### config.mk
export PLATFORM = sky130hd
export DESIGN_NAME = spi_reg_master_flat
export DESIGN_NICKNAME = d
export VERILOG_FILES = /design/src/rtl/spi_reg_master_pkg.sv /design/src/rtl/spi_reg_master_if.sv /design/src/rtl/spi_reg_master_clk_div.sv /design/src/rtl/spi_reg_master.sv /design/src/flat_wrapper.sv
export SDC_FILE = /design/constraint.sdc
export NUM_CORES = 1
export LEC_CHECK = 0
export ABC_CLOCK_PERIOD_IN_PS = 2650
export CAP_MARGIN = 10
export CORE_AREA = 4 4 89 91
export DETAILED_ROUTE_END_ITERATION = 7
export DIE_AREA = 0 0 93 95
export PLACE_DENSITY_LB_ADDON = 0.15
export REMOVE_ABC_BUFFERS = 1
export SETUP_SLACK_MARGIN = 0.4
export SYNTH_ARGS = -nofsm -noshare
export SYNTH_HDL_FRONTEND = slang
export SYNTH_SLANG_ARGS = --single-unit
### constraint.sdc
create_clock -name clk -period 2.65 [get_ports clk]
set_input_delay 0.795 -clock clk [delete_from_list [all_inputs] [get_ports clk]]
set_output_delay 0.795 -clock clk [all_outputs]
set_load 0.02 [all_outputs]
### src/rtl/spi_reg_master_pkg.sv
// spi_reg_pkg: shared definitions for the SPI register master.
//   state_e       - controller states
//   CNT_W         - width of the generic phase counter (setup/hold/idle)
//   frame_len()   - bits per frame: rd_nwr + address + data
//   rw_bit_pos()  - frame bit index of rd_nwr (the frame MSB)
//   addr_lsb_pos()- frame bit index of the address LSB
package spi_reg_pkg;

    typedef enum logic [2:0] {
        S_IDLE,
        S_SETUP,
        S_SHIFT,
        S_HOLD,
        S_GAP
    } state_e;

    localparam int CNT_W = 16;

    function automatic int frame_len(input int addr_w, input int data_w);
        return 1 + addr_w + data_w;
    endfunction

    function automatic int rw_bit_pos(input int addr_w, input int data_w);
        return addr_w + data_w;
    endfunction

    function automatic int addr_lsb_pos(input int data_w);
        return data_w;
    endfunction

endpackage

### src/rtl/spi_reg_master_if.sv
// spi_reg_master_if: host-side request/response bundle of the SPI register master.
//   start, rd_nwr, addr, wdata : request from the host (captured on accept)
//   busy, done, rdata          : status and read result back to the host
// modport master: the host issuing frames; modport slave: the SPI master block.
interface spi_reg_master_if #(
    parameter int ADDR_W = 7,
    parameter int DATA_W = 8
);
    logic              start;
    logic              rd_nwr;
    logic [ADDR_W-1:0] addr;
    logic [DATA_W-1:0] wdata;
    logic              busy;
    logic              done;
    logic [DATA_W-1:0] rdata;

    modport master (
        output start, rd_nwr, addr, wdata,
        input  busy, done, rdata
    );

    modport slave (
        input  start, rd_nwr, addr, wdata,
        output busy, done, rdata
    );
endinterface

### src/rtl/spi_reg_master_clk_div.sv
// spi_clk_div: serial clock generator for the SPI register master.
//   clk, rst_n   : system clock, async active-low reset
//   en_i         : run the divider; when low the phase restarts low
//   spi_clk_o    : registered serial clock, CLK_DIV cycles low then CLK_DIV high
//   rise_tick_o  : high in the cycle whose closing edge raises spi_clk_o
//   fall_tick_o  : high in the cycle whose closing edge lowers spi_clk_o
module spi_clk_div #(
    parameter int CLK_DIV = 4
) (
    input  logic clk,
    input  logic rst_n,
    input  logic en_i,
    output logic spi_clk_o,
    output logic rise_tick_o,
    output logic fall_tick_o
);
    localparam int DW = $clog2(CLK_DIV + 1);

    logic [DW-1:0] cnt_q;
    logic          clk_q;
    logic          last;

    assign last        = en_i && (cnt_q == DW'(CLK_DIV - 1));
    assign rise_tick_o = last && !clk_q;
    assign fall_tick_o = last && clk_q;
    assign spi_clk_o   = clk_q;

    always_ff @(posedge clk or negedge rst_n) begin
        if (!rst_n) begin
            cnt_q <= '0;
            clk_q <= 1'b0;
        end else if (!en_i) begin
            cnt_q <= '0;
            clk_q <= 1'b0;
        end else if (last) begin
            cnt_q <= '0;
            clk_q <= ~clk_q;
        end else begin
            cnt_q <= cnt_q + 1'b1;
        end
    end
endmodule

### src/rtl/spi_reg_master.sv
// spi_reg_master: mode-0, MSB-first SPI initiator issuing one register
// read or write frame (rd_nwr, addr, data) per chip-select assertion.
//   clk, rst_n : system clock, async active-low reset
//   host       : request/response bundle (slave modport)
//   spi_cs     : chip select, active low
//   spi_clk    : serial clock, idles low
//   spi_mosi   : serial data out
//   spi_miso   : serial data in, double-flop synchronized here
module spi_reg_master
    import spi_reg_pkg::*;
#(
    parameter int CLK_DIV  = 4,
    parameter int ADDR_W   = 7,
    parameter int DATA_W   = 8,
    parameter int CS_SETUP = 2,
    parameter int CS_HOLD  = 2,
    parameter int CS_IDLE  = 2
) (
    input  logic                    clk,
    input  logic                    rst_n,
    spi_reg_master_if.slave         host,
    output logic                    spi_cs,
    output logic                    spi_clk,
    output logic                    spi_mosi,
    input  logic                    spi_miso
);
    localparam int N   = frame_len(ADDR_W, DATA_W);
    localparam int MSB = rw_bit_pos(ADDR_W, DATA_W);
    localparam int BW  = $clog2(N);

    // The two-cycle synchronizer delay must resolve before the next falling edge.
    if (CLK_DIV < 3 || CS_SETUP < 1 || CS_HOLD < 1 || CS_IDLE < 1) begin : g_bad_param
        $error("spi_reg_master: CLK_DIV must be >= 3 and CS_* counts >= 1");
    end

    state_e            state_q, state_d;
    logic [CNT_W-1:0]  cnt_q, cnt_d;
    logic [BW-1:0]     bit_q, bit_d;
    logic              cs_q, cs_d;
    logic              mosi_q, mosi_d;
    logic              busy_q, busy_d;
    logic              done_q, done_d;
    logic [DATA_W-1:0] rdata_q, rdata_d;
    logic              rd_q, rd_d;
    logic [N-1:0]      tx_q, tx_d;
    logic [DATA_W-1:0] rx_q;
    logic              miso_s1_q, miso_s2_q;
    logic              rise_d1_q, rise_d2_q;
    logic              rise_tick, fall_tick;

    spi_clk_div #(.CLK_DIV(CLK_DIV)) u_div (
        .clk         (clk),
        .rst_n       (rst_n),
        .en_i        (state_q == S_SHIFT),
        .spi_clk_o   (spi_clk),
        .rise_tick_o (rise_tick),
        .fall_tick_o (fall_tick)
    );

    always_comb begin
        state_d = state_q;
        cnt_d   = cnt_q;
        bit_d   = bit_q;
        cs_d    = cs_q;
        mosi_d  = mosi_q;
        busy_d  = busy_q;
        done_d  = 1'b0;
        rdata_d = rdata_q;
        rd_d    = rd_q;
        tx_d    = tx_q;
        case (state_q)
            S_IDLE: begin
                if (host.start) begin
                    // Read frames carry zeros in the data field.
                    tx_d    = {host.rd_nwr, host.addr, host.wdata & {DATA_W{~host.rd_nwr}}};
                    rd_d    = host.rd_nwr;
                    mosi_d  = tx_d[MSB];
                    cs_d    = 1'b0;
                    busy_d  = 1'b1;
                    cnt_d   = '0;
                    state_d = S_SETUP;
                end
            end
            S_SETUP: begin
                if (cnt_q == CNT_W'(CS_SETUP - 1)) begin
                    cnt_d   = '0;
                    bit_d   = '0;
                    state_d = S_SHIFT;
                end else begin
                    cnt_d = cnt_q + 1'b1;
                end
            end
            S_SHIFT: begin
                if (fall_tick) begin
                    if (bit_q == BW'(N - 1)) begin
                        mosi_d  = 1'b0;
                        cnt_d   = '0;
                        state_d = S_HOLD;
                    end else begin
                        bit_d  = bit_q + 1'b1;
                        tx_d   = {tx_q[N-2:0], 1'b0};
                        mosi_d = tx_q[N-2];
                    end
                end
            end
            S_HOLD: begin
                if (cnt_q == CNT_W'(CS_HOLD - 1)) begin
                    cnt_d   = '0;
                    cs_d    = 1'b1;
                    done_d  = 1'b1;
                    if (rd_q) begin
                        rdata_d = rx_q;
                    end
                    state_d = S_GAP;
                end else begin
                    cnt_d = cnt_q + 1'b1;
                end
            end
            S_GAP: begin
                if (cnt_q == CNT_W'(CS_IDLE - 1)) begin
                    cnt_d   = '0;
                    busy_d  = 1'b0;
                    state_d = S_IDLE;
                end else begin
                    cnt_d = cnt_q + 1'b1;
                end
            end
            default: begin
                state_d = S_IDLE;
            end
        endcase
    end

    always_ff @(posedge clk or negedge rst_n) begin
        if (!rst_n) begin
            state_q   <= S_IDLE;
            cnt_q     <= '0;
            bit_q     <= '0;
            cs_q      <= 1'b1;
            mosi_q    <= 1'b0;
            busy_q    <= 1'b0;
            done_q    <= 1'b0;
            rdata_q   <= '0;
            miso_s1_q <= 1'b0;
            miso_s2_q <= 1'b0;
            rise_d1_q <= 1'b0;
            rise_d2_q <= 1'b0;
        end else begin
            state_q   <= state_d;
            cnt_q     <= cnt_d;
            bit_q     <= bit_d;
            cs_q      <= cs_d;
            mosi_q    <= mosi_d;
            busy_q    <= busy_d;
            done_q    <= done_d;
            rdata_q   <= rdata_d;
            miso_s1_q <= spi_miso;
            miso_s2_q <= miso_s1_q;
            // Delay the rise tick to match the synchronizer: the pin value at
            // the spi_clk rising edge reaches miso_s2_q two cycles later.
            rise_d1_q <= rise_tick;
            rise_d2_q <= rise_d1_q;
        end
    end

    always_ff @(posedge clk) begin
        tx_q <= tx_d;
        rd_q <= rd_d;
        if (rise_d2_q) begin
            rx_q <= {rx_q[DATA_W-2:0], miso_s2_q};
        end
    end

    assign spi_cs     = cs_q;
    assign spi_mosi   = mosi_q;
    assign host.busy  = busy_q;
    assign host.done  = done_q;
    assign host.rdata = rdata_q;
endmodule

### src/flat_wrapper.sv
// flat-port wrapper written by rule: the top's interface ports become plain ports
module spi_reg_master_flat import spi_reg_pkg::*;
#(
    parameter int CLK_DIV  = 4,
    parameter int ADDR_W   = 7,
    parameter int DATA_W   = 8,
    parameter int CS_SETUP = 2,
    parameter int CS_HOLD  = 2,
    parameter int CS_IDLE  = 2
)
  (clk, rst_n, spi_cs, spi_clk, spi_mosi, spi_miso, host_start, host_rd_nwr, host_addr, host_wdata, host_busy, host_done, host_rdata);
  spi_reg_master_if #(.ADDR_W(ADDR_W), .DATA_W(DATA_W)) host_i ();
  input  logic clk;
  input  logic rst_n;
  output logic spi_cs;
  output logic spi_clk;
  output logic spi_mosi;
  input  logic spi_miso;
  input wire logic [$bits(host_i.start)-1:0] host_start;
  input wire logic [$bits(host_i.rd_nwr)-1:0] host_rd_nwr;
  input wire logic [$bits(host_i.addr)-1:0] host_addr;
  input wire logic [$bits(host_i.wdata)-1:0] host_wdata;
  output wire logic [$bits(host_i.busy)-1:0] host_busy;
  output wire logic [$bits(host_i.done)-1:0] host_done;
  output wire logic [$bits(host_i.rdata)-1:0] host_rdata;
  assign host_i.start = host_start;
  assign host_i.rd_nwr = host_rd_nwr;
  assign host_i.addr = host_addr;
  assign host_i.wdata = host_wdata;
  assign host_busy = host_i.busy;
  assign host_done = host_i.done;
  assign host_rdata = host_i.rdata;
  spi_reg_master #(.CLK_DIV(CLK_DIV), .ADDR_W(ADDR_W), .DATA_W(DATA_W), .CS_SETUP(CS_SETUP), .CS_HOLD(CS_HOLD), .CS_IDLE(CS_IDLE)) u_core (.clk(clk), .rst_n(rst_n), .host(host_i), .spi_cs(spi_cs), .spi_clk(spi_clk), .spi_mosi(spi_mosi), .spi_miso(spi_miso));
endmodule
==> summary.txt <==
Critical path
  – Req. time, crit path: 1860 ps
  – CP peak stage delay: 620 ps
  – Crit. Startpoint: u_core.host.busy$_DFFE_PN0P_
  – Kind of critical path: flip-flop to primary output
  – Critical Path Fanout Max: 3
  – Worst path cell trace: clkdlybuf4s50_1
  – Reg2reg start: u_core.cnt_q[1]$_DFFE_PN0P_
  – Critical Path Sink Type: primary output
  – Critical Path Slowest Stage Cell: clkdlybuf4s50_1
  – CP arrival: 1350 ps
  – CP top delay family: buffers and inverters
  – Worst path bufs/invs: 1
  – CP startpoint kind: flip-flop

Pwr
  – Power Internal: 0.001623 W
  – Comb power frac: 0.023
  – Clock Power Share: 0.452
  – Switching share of power: 0.2038
  – NetSw: 0.0004155 W
  – Sequential Power Share: 0.525
  – Tot Pwr: 0.002039 W
  – Leak: 1.563 nW
  – Worst VDD drop: 285.9 uV
  – P per Cell Area: 529.0 nW/um^2

Yosys
  – Synth cell count leaders: dfrtp_1 (42), nand2_1 (40), edfxtp_1 (24)
  – Main synth FF type: dfrtp_1
  – Synth top area share: 0.3209
  – Most frequent cell after synthesis: dfrtp_1
  – EDFF count, synth: 24
  – Post-synthesis sequential area ratio: 0.5489
  – Cell Area, Synth: 3276 sq um
  – Post-synthesis async set-or-reset flop share: 0.6418
  – Synth top area cells: dfrtp_1 (32%), edfxtp_1 (22%), nand2_1 (4.6%)
  – Warnings, synthesis: 0
  – Leading area contributor after synthesis: dfrtp_1
  – FF+latch count, synth: 67
  – Count of cell types in the netlist: 56
  – Syn_area_per_cell: 11.22 sq um
  – Cells after Synth: 292

Clock tree
  – CTS Buffer Depth: 2
  – CTS root buf: clkbuf_8
  – Hold buffers post-CTS: 0
  – Total CTS buffers: 9
  – Clock Latency Late Sink: 340 ps
  – CTS tree: done
  – Clk slew on worst S/H paths: 70 ps
  – Postcts setup bufs: 0
  – Post_cts resized: 1
  – H-tree Lvls: 3
  – Clock sink total: 67

STA
  – Slew Limit Fails: 0
  – Final Hold Viols: 0
  – Final setup vio count: 0
  – Clock skew: 9.640 ps
  – RSZ-0062 raised after global routing: false
  – Rel. slew slack: 0.6199
  – Post-layout min period: 2143 ps
  – Worst-Margin Slew: 570.1 ps
  – Fmax: 0.4666 GHz
  – Total Neg Setup Slack: 0 ps
  – Final Cycle Share: 0.8087

Finish
  – Total Nets Final: 347
  – P&R area growth vs syn: 17.65%
  – Multi-input logic area: 1316 sq um
  – Share of cells above drive strength 1: 0.1463
  – Seq. cell area: 1798 sq um
  – Fin util: 0.5400
  – Fill count: 671
  – Final instance area: 3854 sq um
  – Ant. Diodes: 0

Die
  – Die H: 95 um
  – Core ar.: 7137 sq um
  – # IOs: 33
  – Die Wd: 93 um
  – Die area: 8835 sq um
  – Cell Rows: 31
  – Starting Density: 0.4590

Hold path
  – Tightest Hold Check Type: flip-flop to flip-flop
  – Worst min-delay path startpoint: u_core.rise_d1_q$_DFF_PN0_

Global route
  – Global route overflow: 0
  – Initial antenna violation count: 0
  – Number of global-route vias before repair: 2132
  – First-pass GRT wire length: 10770 um
  – Tot GR Track Use: 0.1565
  – Pin count of the biggest net entering global routing: 44

Routing
  – DRT Wirelength: 6392 um
  – Routed WL per cell: 14.97 um
  – Via count: 2324
  – Detailed Route Iter0 Violations: 126
  – Drt pass-1 iters: 4
  – DRT antenna net count: 0
  – Drt via density: 5.443
  – DRC: 0

Placed design
  – GPL Wtd Cong: 0.7853
  – DP Wirelength: 4300 um
  – Placed inst area: 3636 sq um
  – IO buf count: 32

Job
  – Max_cap viols: 0

Run status
  – Outcome: completed
[worst register-to-register path, delay by kind of cell (launching register included)]
kind | cells | cell delay (ps)
flip-flops | 1 | 440
adder cells (fa/ha/maj) | 1 | 140
multiplexers | 1 | 320
buffers and inverters | 1 | 100
AND/OR/NAND/NOR | 3 | 960
[state kept, by name, indices dropped and copies added (netlist names)]
name,cells
u_core.rise_d2_q,1
u_core.bit_q,4
u_core.rd_q,1
u_core.miso_s2_q,1
u_core.tx_q,15
u_core.host.done,1
u_core.miso_s1_q,1
u_core.u_div.spi_clk_o,1
u_core.host.busy,1
u_core.u_div.cnt_q,3
u_core.rise_d1_q,1
u_core.spi_cs,1
u_core.host.rdata,8
u_core.state_q,3
u_core.cnt_q,16
u_core.spi_mosi,1
u_core.rx_q,8
[per-stage QoR]
step | hold slack [ps] | instances | setup WS (ps)
after floorplan | 331.2 | 273 | 516.9
after global placement | 332.5 | 411 | 575.6
after detailed placement | 340.3 | 411 | 563.2
after CTS | 357.1 | 427 | 438.6
after global routing | 371.9 | 427 | 438.0
final | 353.2 | 427 | 507.0
[final timing paths]
path / slack (ps) / endpoint / cells past startpoint
min reg2reg: 350 / u_core.rise_d2_q$_DFF_PN0_ / 0
max reg2reg: 570 / u_core.host.rdata[0]$_DFFE_PN0P_ / 6
min in group asynchronous: 530 / u_core.cnt_q[6]$_DFFE_PN0P_ / 2
max: 510 / host_busy / 1
max in group asynchronous: 1720 / u_core.host.rdata[0]$_DFFE_PN0P_ / 2
min: 350 / u_core.rise_d2_q$_DFF_PN0_ / 0
[power by group through the flow]
stage | registers, W | logic [W] | clock network (W)
2_1_floorplan | 0.00109 | 0.00000395 | 0
3_3_place_gp | 0.00109 | 0.0000478 | 0
3_5_place_dp | 0.00109 | 0.0000481 | 0
4_1_cts | 0.00107 | 0.0000481 | 0.000958
5_1_grt | 0.00107 | 0.0000519 | 0.00100
6_report | 0.00107 | 0.0000466 | 0.000922
[layer usage]
layer	wire length (um)	track usage
met1	3119	0.2102
met2	2940	0.2436
met3	265	0.04303
met4	67	0.05617
met5	0	0
[layout make-up]
cell class / instances / area share
sequential: 67 / 0.4666
multi-input combinational: 198 / 0.3416
timing repair buffer: 39 / 0.09578
clock buffer: 9 / 0.03214
tap: 99 / 0.03214
clock inverter: 7 / 0.02403
inverter: 8 / 0.007792
[logic make-up (layout without fill, tap and decap cells)]
logic type / count (synthesis) / in the layout / synth area share
AND/OR/NAND/NOR: 126 / 126 / 0.2280
flip-flops: 67 / 67 / 0.5489
AO/OA/AOI/OAI: 58 / 58 / 0.1157
buffers and inverters: 27 / 63 / 0.04927
multiplexers: 9 / 9 / 0.04011
adder cells (fa/ha/maj): 4 / 4 / 0.01528
XOR/XNOR: 1 / 1 / 0.002674
[cell usage in the layout (no fill, tap or decap), types with 3 or more instances in the layout]
master | Yosys | layout
mux2_4 | 8 | 8
clkbuf_8 | 0 | 9
nand3_1 | 22 | 22
buf_4 | 6 | 7
clkdlybuf4s50_1 | 0 | 29
ha_1 | 4 | 4
nand2_1 | 40 | 40
nand4_1 | 6 | 6
nor2_1 | 7 | 7
and3_1 | 5 | 5
a31oi_1 | 21 | 21
dfrtp_1 | 42 | 42
and4_1 | 3 | 3
nor3_1 | 5 | 5
inv_1 | 8 | 8
o211ai_1 | 6 | 6
nand2b_1 | 8 | 8
o21ai_0 | 12 | 12
nor4_1 | 5 | 5
a41oi_1 | 4 | 4
edfxtp_1 | 24 | 24
a21oi_1 | 6 | 6
(Power assumes the default switching activity.)
